File: config.mk
export PLATFORM = sky130hd
export DESIGN_NAME = dds_freq_detector
export DESIGN_NICKNAME = d
export VERILOG_FILES = /design/src/rtl/dds_freq_detector.sv
export SDC_FILE = /design/constraint.sdc
export NUM_CORES = 1
export LEC_CHECK = 0
export BUFFER_PORTS_ARGS = -buffer_cell sky130_fd_sc_hd__buf_2
export CORE_AREA = 5 5 47 79
export CTS_CLUSTER_DIAMETER = 50
export DETAILED_ROUTE_END_ITERATION = 10
export DIE_AREA = 0 0 52 84
export PLACE_DENSITY = 0.82
export SETUP_SLACK_MARGIN = 0.1
export SLEW_MARGIN = 20
export SYNTH_ARGS = -nofsm -noshare
export SYNTH_HDL_FRONTEND = slang
export SYNTH_SLANG_ARGS = --single-unit
File: constraint.sdc
create_clock -name clk -period 2.45 [get_ports clk]
set_input_delay 0.1225 -clock clk [delete_from_list [all_inputs] [get_ports clk]]
set_output_delay 0.1225 -clock clk [all_outputs]
set_load 0.02 [all_outputs]
File: src/rtl/dds_freq_detector.sv
// dds_freq_detector: recovers the 4-bit DDS step word from a stream of
// quadrature (sin, cos) samples. It counts quadrant 4 -> quadrant 1 phase
// wraps over a fixed window of accepted samples and reports lock when two
// consecutive windows agree.
module dds_freq_detector #(
    parameter int ROM_AW   = 8,
    parameter int ROM_DW   = 8,
    parameter int WIN_LOG2 = 8,
    parameter int CNT_W    = 5
) (
    input  logic                     clk,
    input  logic                     rst,
    input  logic                     ce,
    input  logic                     s_valid,
    output logic                     s_ready,
    input  logic signed [ROM_DW:0]   sin_in,
    input  logic signed [ROM_DW:0]   cos_in,
    output logic [3:0]               k_out,
    output logic                     k_valid,
    output logic                     k_ovf,
    output logic                     lock
);

    // A 4-bit step only stays below a quarter phase cycle when the source
    // accumulator has at least 6 bits, and overflow needs counts above 15.
    if (ROM_AW < 6 || CNT_W < 5 || WIN_LOG2 < 1) begin : g_bad_params
        $error("dds_freq_detector: need ROM_AW >= 6, CNT_W >= 5, WIN_LOG2 >= 1");
    end

    typedef enum logic [1:0] {
        SEED,
        MEAS,
        REPORT
    } state_e;

    localparam logic [WIN_LOG2:0] WinLen  = {1'b1, {WIN_LOG2{1'b0}}};
    localparam logic [CNT_W-1:0]  WrapMax = '1;

    state_e            state_q, state_d;
    logic [1:0]        prevQuad_q, prevQuad_d;
    logic [WIN_LOG2:0] winCnt_q, winCnt_d;
    logic [CNT_W-1:0]  wrapCnt_q, wrapCnt_d;
    logic [3:0]        lastK_q, lastK_d;
    logic              lastOk_q, lastOk_d;
    logic [3:0]        kOut_q, kOut_d;
    logic              kOvf_q, kOvf_d;
    logic              lock_q, lock_d;

    logic       accept;
    logic [1:0] quad;
    logic       wrapEvent;
    logic       ovf;
    logic       unusedLsbs;

    // Only the sign bits carry quadrant information; magnitudes are ignored.
    assign unusedLsbs = ^{sin_in[ROM_DW-1:0], cos_in[ROM_DW-1:0]};

    assign s_ready   = (state_q != REPORT);
    assign k_valid   = (state_q == REPORT);
    assign accept    = ce & s_valid & s_ready;
    assign quad      = {sin_in[ROM_DW], cos_in[ROM_DW]};
    assign wrapEvent = (prevQuad_q == 2'b10) && (quad == 2'b00);
    assign ovf       = (wrapCnt_q > CNT_W'(15));
    assign k_out     = kOut_q;
    assign k_ovf     = kOvf_q;
    assign lock      = lock_q;

    // Next-state logic: seed the quadrant history, count wraps across the window, then publish one estimate.
    always_comb begin
        state_d    = state_q;
        prevQuad_d = prevQuad_q;
        winCnt_d   = winCnt_q;
        wrapCnt_d  = wrapCnt_q;
        lastK_d    = lastK_q;
        lastOk_d   = lastOk_q;
        kOut_d     = kOut_q;
        kOvf_d     = kOvf_q;
        lock_d     = lock_q;
        case (state_q)
            SEED: begin
                if (accept) begin
                    prevQuad_d = quad;
                    state_d    = MEAS;
                end
            end
            MEAS: begin
                if (accept) begin
                    prevQuad_d = quad;
                    if (wrapEvent && (wrapCnt_q != WrapMax)) begin
                        wrapCnt_d = wrapCnt_q + CNT_W'(1);
                    end
                    winCnt_d = winCnt_q + (WIN_LOG2 + 1)'(1);
                    if (winCnt_d == WinLen) begin
                        state_d = REPORT;
                    end
                end
            end
            REPORT: begin
                kOut_d    = ovf ? 4'hF : wrapCnt_q[3:0];
                kOvf_d    = ovf;
                lock_d    = lastOk_q & ~ovf & (wrapCnt_q[3:0] == lastK_q);
                lastK_d   = wrapCnt_q[3:0];
                lastOk_d  = ~ovf;
                wrapCnt_d = '0;
                winCnt_d  = '0;
                state_d   = MEAS;
            end
            default: begin
                state_d = SEED;
            end
        endcase
    end

    // State register: reset dominates, and everything freezes while ce is low.
    always_ff @(posedge clk) begin
        if (rst) begin
            state_q    <= SEED;
            prevQuad_q <= 2'b00;
            winCnt_q   <= '0;
            wrapCnt_q  <= '0;
            lastK_q    <= 4'h0;
            lastOk_q   <= 1'b0;
            kOut_q     <= 4'h0;
            kOvf_q     <= 1'b0;
            lock_q     <= 1'b0;
        end else if (ce) begin
            state_q    <= state_d;
            prevQuad_q <= prevQuad_d;
            winCnt_q   <= winCnt_d;
            wrapCnt_q  <= wrapCnt_d;
            lastK_q    <= lastK_d;
            lastOk_q   <= lastOk_d;
            kOut_q     <= kOut_d;
            kOvf_q     <= kOvf_d;
            lock_q     <= lock_d;
        end
    end

endmodule
Yosys cells after proc, flatten, opt, wreduce, memory -nomap -nowiden
Index checks and enable logic that the tools add are counted.

word-level totals
  register bits after elaboration = 29
  logic and storage cells = 49

cells by class
  add/sub/neg operators = 2
  $lt $le $gt $ge = 1
  equality and inequality tests = 11
  reduce and logical (&&, ||, !) cells = 11
  bitwise gates (word level) = 5
  multiplexer cells = 10

operators by type and width
  cell                                                                    number
  9-bit case mux with 2 select lines                                      1
  5-bit 2-to-1 mux                                                        2
  2-bit != test (second input constant)                                   5
  5-bit case mux with 2 select lines                                      1
  9-bit by 1-bit adder with 9-bit output (second input constant)          1
  9-bit equality test (second input constant)                             1
  9-bit 2-to-1 mux                                                        1
  4-bit AND reduction                                                     2
  2-bit 2-to-1 mux                                                        3
  2-bit case mux with 3 select lines                                      1
  3-bit AND reduction                                                     2
  5-bit by 1-bit adder with 5-bit output (second input constant)          1
  5-bit by 4-bit > comparator with 1-bit output (second input constant)   1
  5-bit != test (second input constant)                                   1
  1-bit AND                                                               4
  2-bit equality test (second input constant)                             2
  4-bit equality test                                                     1
  2-bit zero test                                                         2
  4-bit 2-to-1 mux                                                        1
  2-bit by 1-bit equality test with 1-bit output (second input constant)  1
  1-bit logical AND                                                       2
  2-bit AND reduction                                                     1
  2-bit nonzero test                                                      1
  2-bit OR reduction                                                      1
  1-bit inverter                                                          1

Depth between registers and ports, before layout
Gate-level depths: netlist (run 1).

  word-level depth = 6
  mapped depth = 7
  depth with buffers taken out = 7

Worst setup path before layout (run 1)
Ideal clock, no wire load.

  kind = reg-to-reg
  start = register wrapCnt_q[0]
  end = register wrapCnt_q[2]
  path buffers = 0
  slack = 639 ps
  data required time = 2318 ps
  period minus slack after synthesis = 1811 ps
  arrival time = 1679 ps
  stages on the path, launching flop included = 8
  cell sequence = dfxtp_1 ha_1 and3_1 ha_1 nor4_1 a41oi_1 o31ai_1 a21oi_1

between the ends
  longest elaborated chain between the ends = 4

ends and longest elaborated chain
  item                                                                       RTL line  source
  from (decl)                                                                42        logic [CNT_W-1:0] wrapCnt_q, wrapCnt_d;
  from (signal assigned)                                                     130       wrapCnt_q <= wrapCnt_d;
  5-bit by 1-bit adder with 5-bit output or 5-bit != test (tied branches)    90, 89
  5-bit 2-to-1 mux or 1-bit logical AND (tied branches)                      89        if (wrapEvent && (wrapCnt_q != WrapMax)) begin
  5-bit 2-to-1 mux or 2-bit != test (tied branches)                          n/a
  5-bit case mux with 2 select lines or 4-bit AND reduction (tied branches)  n/a

Parallel ways exist; a longest one is shown, timed or not. The select of a mux whose other input is x is not followed.
A chain may end at the register's enable or synchronous reset.

Final worst setup path (run 1)
  start = register wrapCnt_q[0]
  end = register wrapCnt_q[3]

The elaborated chain is that of the path after synthesis.

==> results of run 1 <==
==> power breakdown <==
| part | switching (uW) | internal (uW) |
|---|---|---|
| Sequential | 4.97 | 475 |
| Combinational | 22.0 | 10.6 |
| Clock | 179 | 196 |
==> placed cells by master (no fill, tap or decap), types with 2 or more instances in the layout <==
master,count
dfxtp_1,29
nand2_1,21
a21oi_1,18
nor2_1,17
buf_2,13
o21ai_0,9
a31oi_1,7
ha_1,5
clkbuf_8,5
inv_1,4
a41oi_1,4
nor3_1,4
nand4_1,4
nand3_1,4
and3_1,3
nor4_1,3
nand2b_1,3
xor2_1,3
a211oi_1,3
nand3b_1,3
mux2i_1,3
nor2b_1,2
nand4b_1,2
o31ai_1,2
and4_2,2
clkinv_2,2
==> stage by stage <==
stage / hold slack, ns / power [uW]
6_report: 0.102 / 888
5_1_grt: 0.136 / 930
4_1_cts: 0.0947 / 904
3_5_place_dp: 0.388 / 523
3_3_place_gp: 0.380 / 522
2_1_floorplan: 0.266 / 513
==> registers in the layout, indices dropped and copies added, names as in the netlist <==
register and cells:
wrapCnt_q 5, prevQuad_q 2, lock 1, lastK_q 4, k_ovf 1, winCnt_q 9, k_out 4, state_q 2
lastOk_q 1
==> worst max-delay path: stages (launching register included) <==
cell,delay [ns]
dfxtp_1,0.38
ha_1,0.25
and3_1,0.21
ha_1,0.18
nor4_1,0.25
a41oi_1,0.29
o31ai_1,0.30
a21oi_1,0.09
==> metal layers <==
layer  global-route usage (%)  part of all wire (%)  wire [um]
met5                        0                     0          0
met4                     14.6                   4.9        159
met3                     4.65                   3.1        101
met2                     28.6                    54       1760
met1                     16.6                    38       1240
==> cell families (layout without fill, tap and decap cells) <==
family	Yosys count	count (layout)
muxes	4	4
AOI/OAI and AO/OA	50	50
DFF	29	29
adders and majority gates	5	5
xor gates and xnor gates	4	4
buffers and inverters	15	26
and+or+nand+nor	79	79
==> cell type report <==
class	instances	area (um^2)	share of cell area (%)
flip-flops and latches	29	581	34.3
repair buffers	14	72.6	4.29
clock buffers	6	72.6	4.29
clock inverters	2	10.0	0.592
well taps	43	53.8	3.18
multi-input cells	142	886	52.4
inverters	4	15.0	0.888
==> worst min-delay path by stage <==
stage / start / to / cells past startpoint
after floorplan: cos_in[8] / prevQuad_q[0] / 2
after global placement: sin_in[8] / prevQuad_q[1] / 3
after detailed placement: sin_in[8] / prevQuad_q[1] / 3
after CTS: sin_in[8] / prevQuad_q[1] / 3
after global routing: sin_in[8] / prevQuad_q[1] / 3
final: cos_in[8] / prevQuad_q[0] / 3
==> impl_results.md, run 1 <==
- Leak: 0.000659 uW
- Worst EP required: 2.59 ns
- Status: finished, final reports clean
- R2R Path End: wrapCnt_q[3]
- Fin area: 0.00169 mm^2
- CORE AREA: 0.00307 mm^2
- Cts bufs inserted: 5
- Top cell type's share of synthesized area: 37.4%
- Initial antenna violation count: 0
- Critical Path Source: wrapCnt_q[0]
- DRT iter0 DRCs: 30
- Tmin final: 2.10 ns
- CTS Sinks: 29
- Row count: 27
- Fin. max-slew vios: 0
- PwrDens: 525 mW/mm^2
- Placed cell areas: 0.00161 mm^2
- DR vias/cell: 5.88
- Clock root buffer: clkbuf_8
- Setup crit start kind: flip-flop
- Worst clock skew: 0.00621 ns
- Max Fclk: 0.477 GHz
- DR pass1 iterations: 4
- Worst Path Arrival: 2.24 ns
- Gr ovfl total: 0
- Main combinational cell family by area after synthesis: simple AND/OR/NAND/NOR gates
- Max cap viols: 0
- Largest net degree at the start of global routing: 31
- Clk pin slew, worst setup/hold paths: 0.06 ns
- Total Neg Setup Slack: 0 ns
- Crit-path max FO: 7
- Worst R2R Start: wrapCnt_q[0]
- CP endpoint: wrapCnt_q[3]
- Routed WL: 3.26 mm
- Filler instances: 303
- Vert. Die Dim: 84 um
- Synth cell count leaders: dfxtp_1, nand2_1, a21oi_1, nor2_1, o21ai_0
- Xor/xnor cell area share of the yosys netlist: 2.26%
- Nets: 223
- RSZ-0062 raised after global routing: false
- Vias: 1410
- Setup-failing EPs final: 0
- Setup Buffers After CTS: 0
- Core Util, Final: 55.0%
- Die area: 0.00437 mm^2
- Sequential share of the synthesized area: 37.4%
- Top cells by area, synth: dfxtp_1, a21oi_1, nand2_1
- Post-CTS sizing: 0
- Fraction of registers with async set/reset: 0%
- First-pass GRT wire length: 5.80 mm
- Number of global-route vias before repair: 1379
- TritonCTS clock tree: built
- Simple logic cell fraction of the synthesized area: 27.9%
- Antenna Cells: 0
- Fin cells: 240
- Post-route clock period utilization: 85.5%
- Final Hold Vio Count: 0
- Synth Flop Type: dfxtp_1
- Mapped Nets: 213
- Clk buf depth: 2
- Final setup margin: 0.355 ns
- Die width: 52 um
- Crit end category: flip-flop
- I/O pins: 30
- # placed instances: 232
- Port Buf Inserts: 13
- DRC violations left: 0
- GRT Util Overall: 17.2%
- Cts hold-fix bufs: 0
- FF-to-FF path depth: 7
- Compound-gate portion of the synthesized area: 20.2%
- Mapped Avg Cell Area: 8.34 um^2
- Count leader, synth: dfxtp_1
- Share of cells above drive strength 1: 16.2%
- Place WS: 0.344 ns
- Multiplexer area fraction after synthesis: 2.66%
- Worst Tran Pin Value: 0.560 ns
- VDD IR max: 0.431 mV
- Flop2flop setup slack: 0.35 ns
- Slew headroom: 62.7%
- Initial Utilization: 50.5%
- Worst hold-check path type: in2reg
- Synth cell types: 47
- EDFF count, synth: 0
- DR WL/cell: 13.6 um
- YS warnings: 0
- Final HPWL DP: 2.35 mm
- Clock latency on the worst-skew pair: 0.28 ns
- Mapped Area: 0.00155 mm^2
- GPL Wtd Cong: 0.818
- Area grow syn2layout: 8.95%
- Post-Syn Instances: 186
- Routed Antenna Nets: 0
- Synth Area in Adders: 4.03%
- Critical path type: reg2reg
- Post-synth top area cell: dfxtp_1
- Seq cells post-synth: 29
- H-tree lvl count: 2
(Power assumes the default switching activity.)
==> run 2, diff against run 1 <==
--- a/config.mk
+++ b/config.mk
@@ -6,11 +6,13 @@
 export NUM_CORES = 1
 export LEC_CHECK = 0
 export BUFFER_PORTS_ARGS = -buffer_cell sky130_fd_sc_hd__buf_2
-export CORE_AREA = 5 5 47 79
+export CELL_PAD_IN_SITES_DETAIL_PLACEMENT = 0
+export CELL_PAD_IN_SITES_GLOBAL_PLACEMENT = 1
+export CORE_AREA = 5 5 54 91
 export CTS_CLUSTER_DIAMETER = 50
 export DETAILED_ROUTE_END_ITERATION = 10
-export DIE_AREA = 0 0 52 84
-export PLACE_DENSITY = 0.82
+export DIE_AREA = 0 0 59 96
+export PLACE_DENSITY = 0.81
 export SETUP_SLACK_MARGIN = 0.1
 export SLEW_MARGIN = 20
 export SYNTH_ARGS = -nofsm -noshare
==> impl_results.md, run 2 (same netlist as run 1, synthesis figures left out) <==
- Post-route clock period utilization: 86.6%
- Cts bufs inserted: 5
- Worst Hold Depth: 3
- Max stage delay on crit path: 0.38 ns
- Routed Antenna Nets: 0
- Max cap viols: 0
- Worst clock skew: 0.00765 ns
- H-tree lvl count: 2
- Row count: 31
- Clock latency on the worst-skew pair: 0.28 ns
- Comb power frac: 3.3%
- VDD IR max: 0.453 mV
- Area of the multi-input gates: 886 um^2
- Top Layer Used: met4
- Worst EP required: 2.58 ns
- Int Power: 817 uW
- Most frequent cells in the layout: dfxtp_1, nand2_1, a21oi_1
- Filler instances: 458
- Worst Hold End: prevQuad_q[0]
- Worst R2R Start: wrapCnt_q[0]
- Switching power: 212 uW
- TritonCTS clock tree: built
- Worst hold-check path type: in2reg
- I/O pins: 30
- Met3 wire len: 88 um
- Area grow syn2layout: 11.6%
- Clk buf depth: 2
- # placed instances: 238
- Critical path type: reg2reg
- Fin. max-slew vios: 0
- Number of global-route vias before repair: 1292
- CORE AREA: 0.00411 mm^2
- Port Buf Inserts: 13
- R2R Path End: wrapCnt_q[2]
- Final HPWL DP: 2.54 mm
- Initial antenna violation count: 0
- Vert. Die Dim: 96 um
- Vias: 1379
- FF-to-FF path depth: 7
- DRC violations left: 0
- Crit end category: flip-flop
- Top cell by count, worst path: ha_1
- Die area: 0.00566 mm^2
- GRT Util Overall: 14.3%
- Setup-failing EPs final: 0
- DRT iter0 DRCs: 27
- Antenna Cells: 0
- Share of cells above drive strength 1: 16.2%
- First-pass GRT wire length: 6.05 mm
- Biggest register: winCnt_q
- Nets: 223
- Power share of the clock group: 50.1%
- Crit path max-delay cell type: dfxtp_1
- Crit-path max FO: 7
- Met1 wire length: 1.43 mm
- Fin cells: 246
- Leak: 0.000672 uW
- Die width: 59 um
- Gr ovfl total: 0
- Switching Share: 20.6%
- RSZ-0062 raised after global routing: false
- GPL Wtd Cong: 0.747
- Flop2flop setup slack: 0.33 ns
- Setup Buffers After CTS: 0
- Max reg flops: 9
- Clk pin slew, worst setup/hold paths: 0.07 ns
- Top flop regs: winCnt_q x9, wrapCnt_q x5
- Cts hold-fix bufs: 0
- WHS: 0.105 ns
- DR vias/cell: 5.61
- Met2 wire len: 1.93 mm
- Worst Path Arrival: 2.26 ns
- Post-CTS sizing: 0
- Final Hold Vio Count: 0
- Largest net degree at the start of global routing: 31
- CTS Sinks: 29
- PwrDens: 594 mW/mm^2
- Status: finished, final reports clean
- DR WL/cell: 14.4 um
- Initial Utilization: 37.7%
- Slew headroom: 60.8%
- Worst Tran Pin Value: 0.589 ns
- Commonest non-fill, non-tap cell in the layout: dfxtp_1
- Total Neg Setup Slack: 0 ns
- DR pass1 iterations: 4
- Worst path cell trace: ha_1, and3_1, ha_1, nor4_1, a41oi_1, o31ai_1, a21oi_1
- Clock root buffer: clkbuf_8
- Tmin final: 2.12 ns
- Register Area: 581 um^2
- Setup crit start kind: flip-flop
- Max Fclk: 0.471 GHz
- Hold Path Origin: cos_in[8]
- Seq pwr share: 46.6%
- Routed WL: 3.55 mm
[run 2: critical path: cells and delay by family, from the launching register on]
family          cells  cell delay (ns)
compound gates      3             0.68
fa+ha+maj           2             0.44
flops               1             0.38
simple gates        2             0.48
[run 2: routing by layer]
layer / up-vias / GRT usage [%]
met4: 0 / 7.56
met5: - / 0
met1: 659 / 14.8
met2: 13 / 25.6
li1: 696 / -
met3: 11 / 3.76
[run 2: worst max-delay path by stage]
| stage | from | to | cells past startpoint |
|---|---|---|---|
| finish | wrapCnt_q[0] | wrapCnt_q[2] | 7 |
| global placement | wrapCnt_q[0] | wrapCnt_q[3] | 7 |
| global route | wrapCnt_q[0] | wrapCnt_q[2] | 7 |
| CTS | wrapCnt_q[0] | wrapCnt_q[2] | 7 |
| floorplan | wrapCnt_q[0] | wrapCnt_q[2] | 7 |
| detailed placement | wrapCnt_q[0] | wrapCnt_q[3] | 7 |
[run 2: layout make-up]
class	count	share of cell area, %
multi-input combinational	142	51.2
sequential	29	33.5
clock buffer	7	4.99
timing repair buffer	14	4.19
tap	49	3.54
clock inverter	1	1.73
inverter	4	0.867
[run 2: power by group through the flow]
stage | logic (uW) | registers [uW] | clock network [uW]
2_1_floorplan | 23.8 | 489 | 0
3_3_place_gp | 33.5 | 490 | 0
3_5_place_dp | 33.6 | 490 | 0
4_1_cts | 33.8 | 479 | 528
5_1_grt | 37.4 | 480 | 553
6_report | 33.4 | 480 | 515
[run 2: stage by stage]
stage | cell area (um^2) | setup WS [ns] | util [%] | power [uW]
2_1_floorplan | 1550 | 0.639 | - | 513
3_3_place_gp | 1620 | 0.339 | 39.3 | 524
3_5_place_dp | 1620 | 0.322 | 39.3 | 524
4_1_cts | 1730 | 0.309 | 42.1 | 1040
5_1_grt | 1730 | 0.115 | 42.1 | 1070
6_report | 1730 | 0.328 | 42.1 | 1030
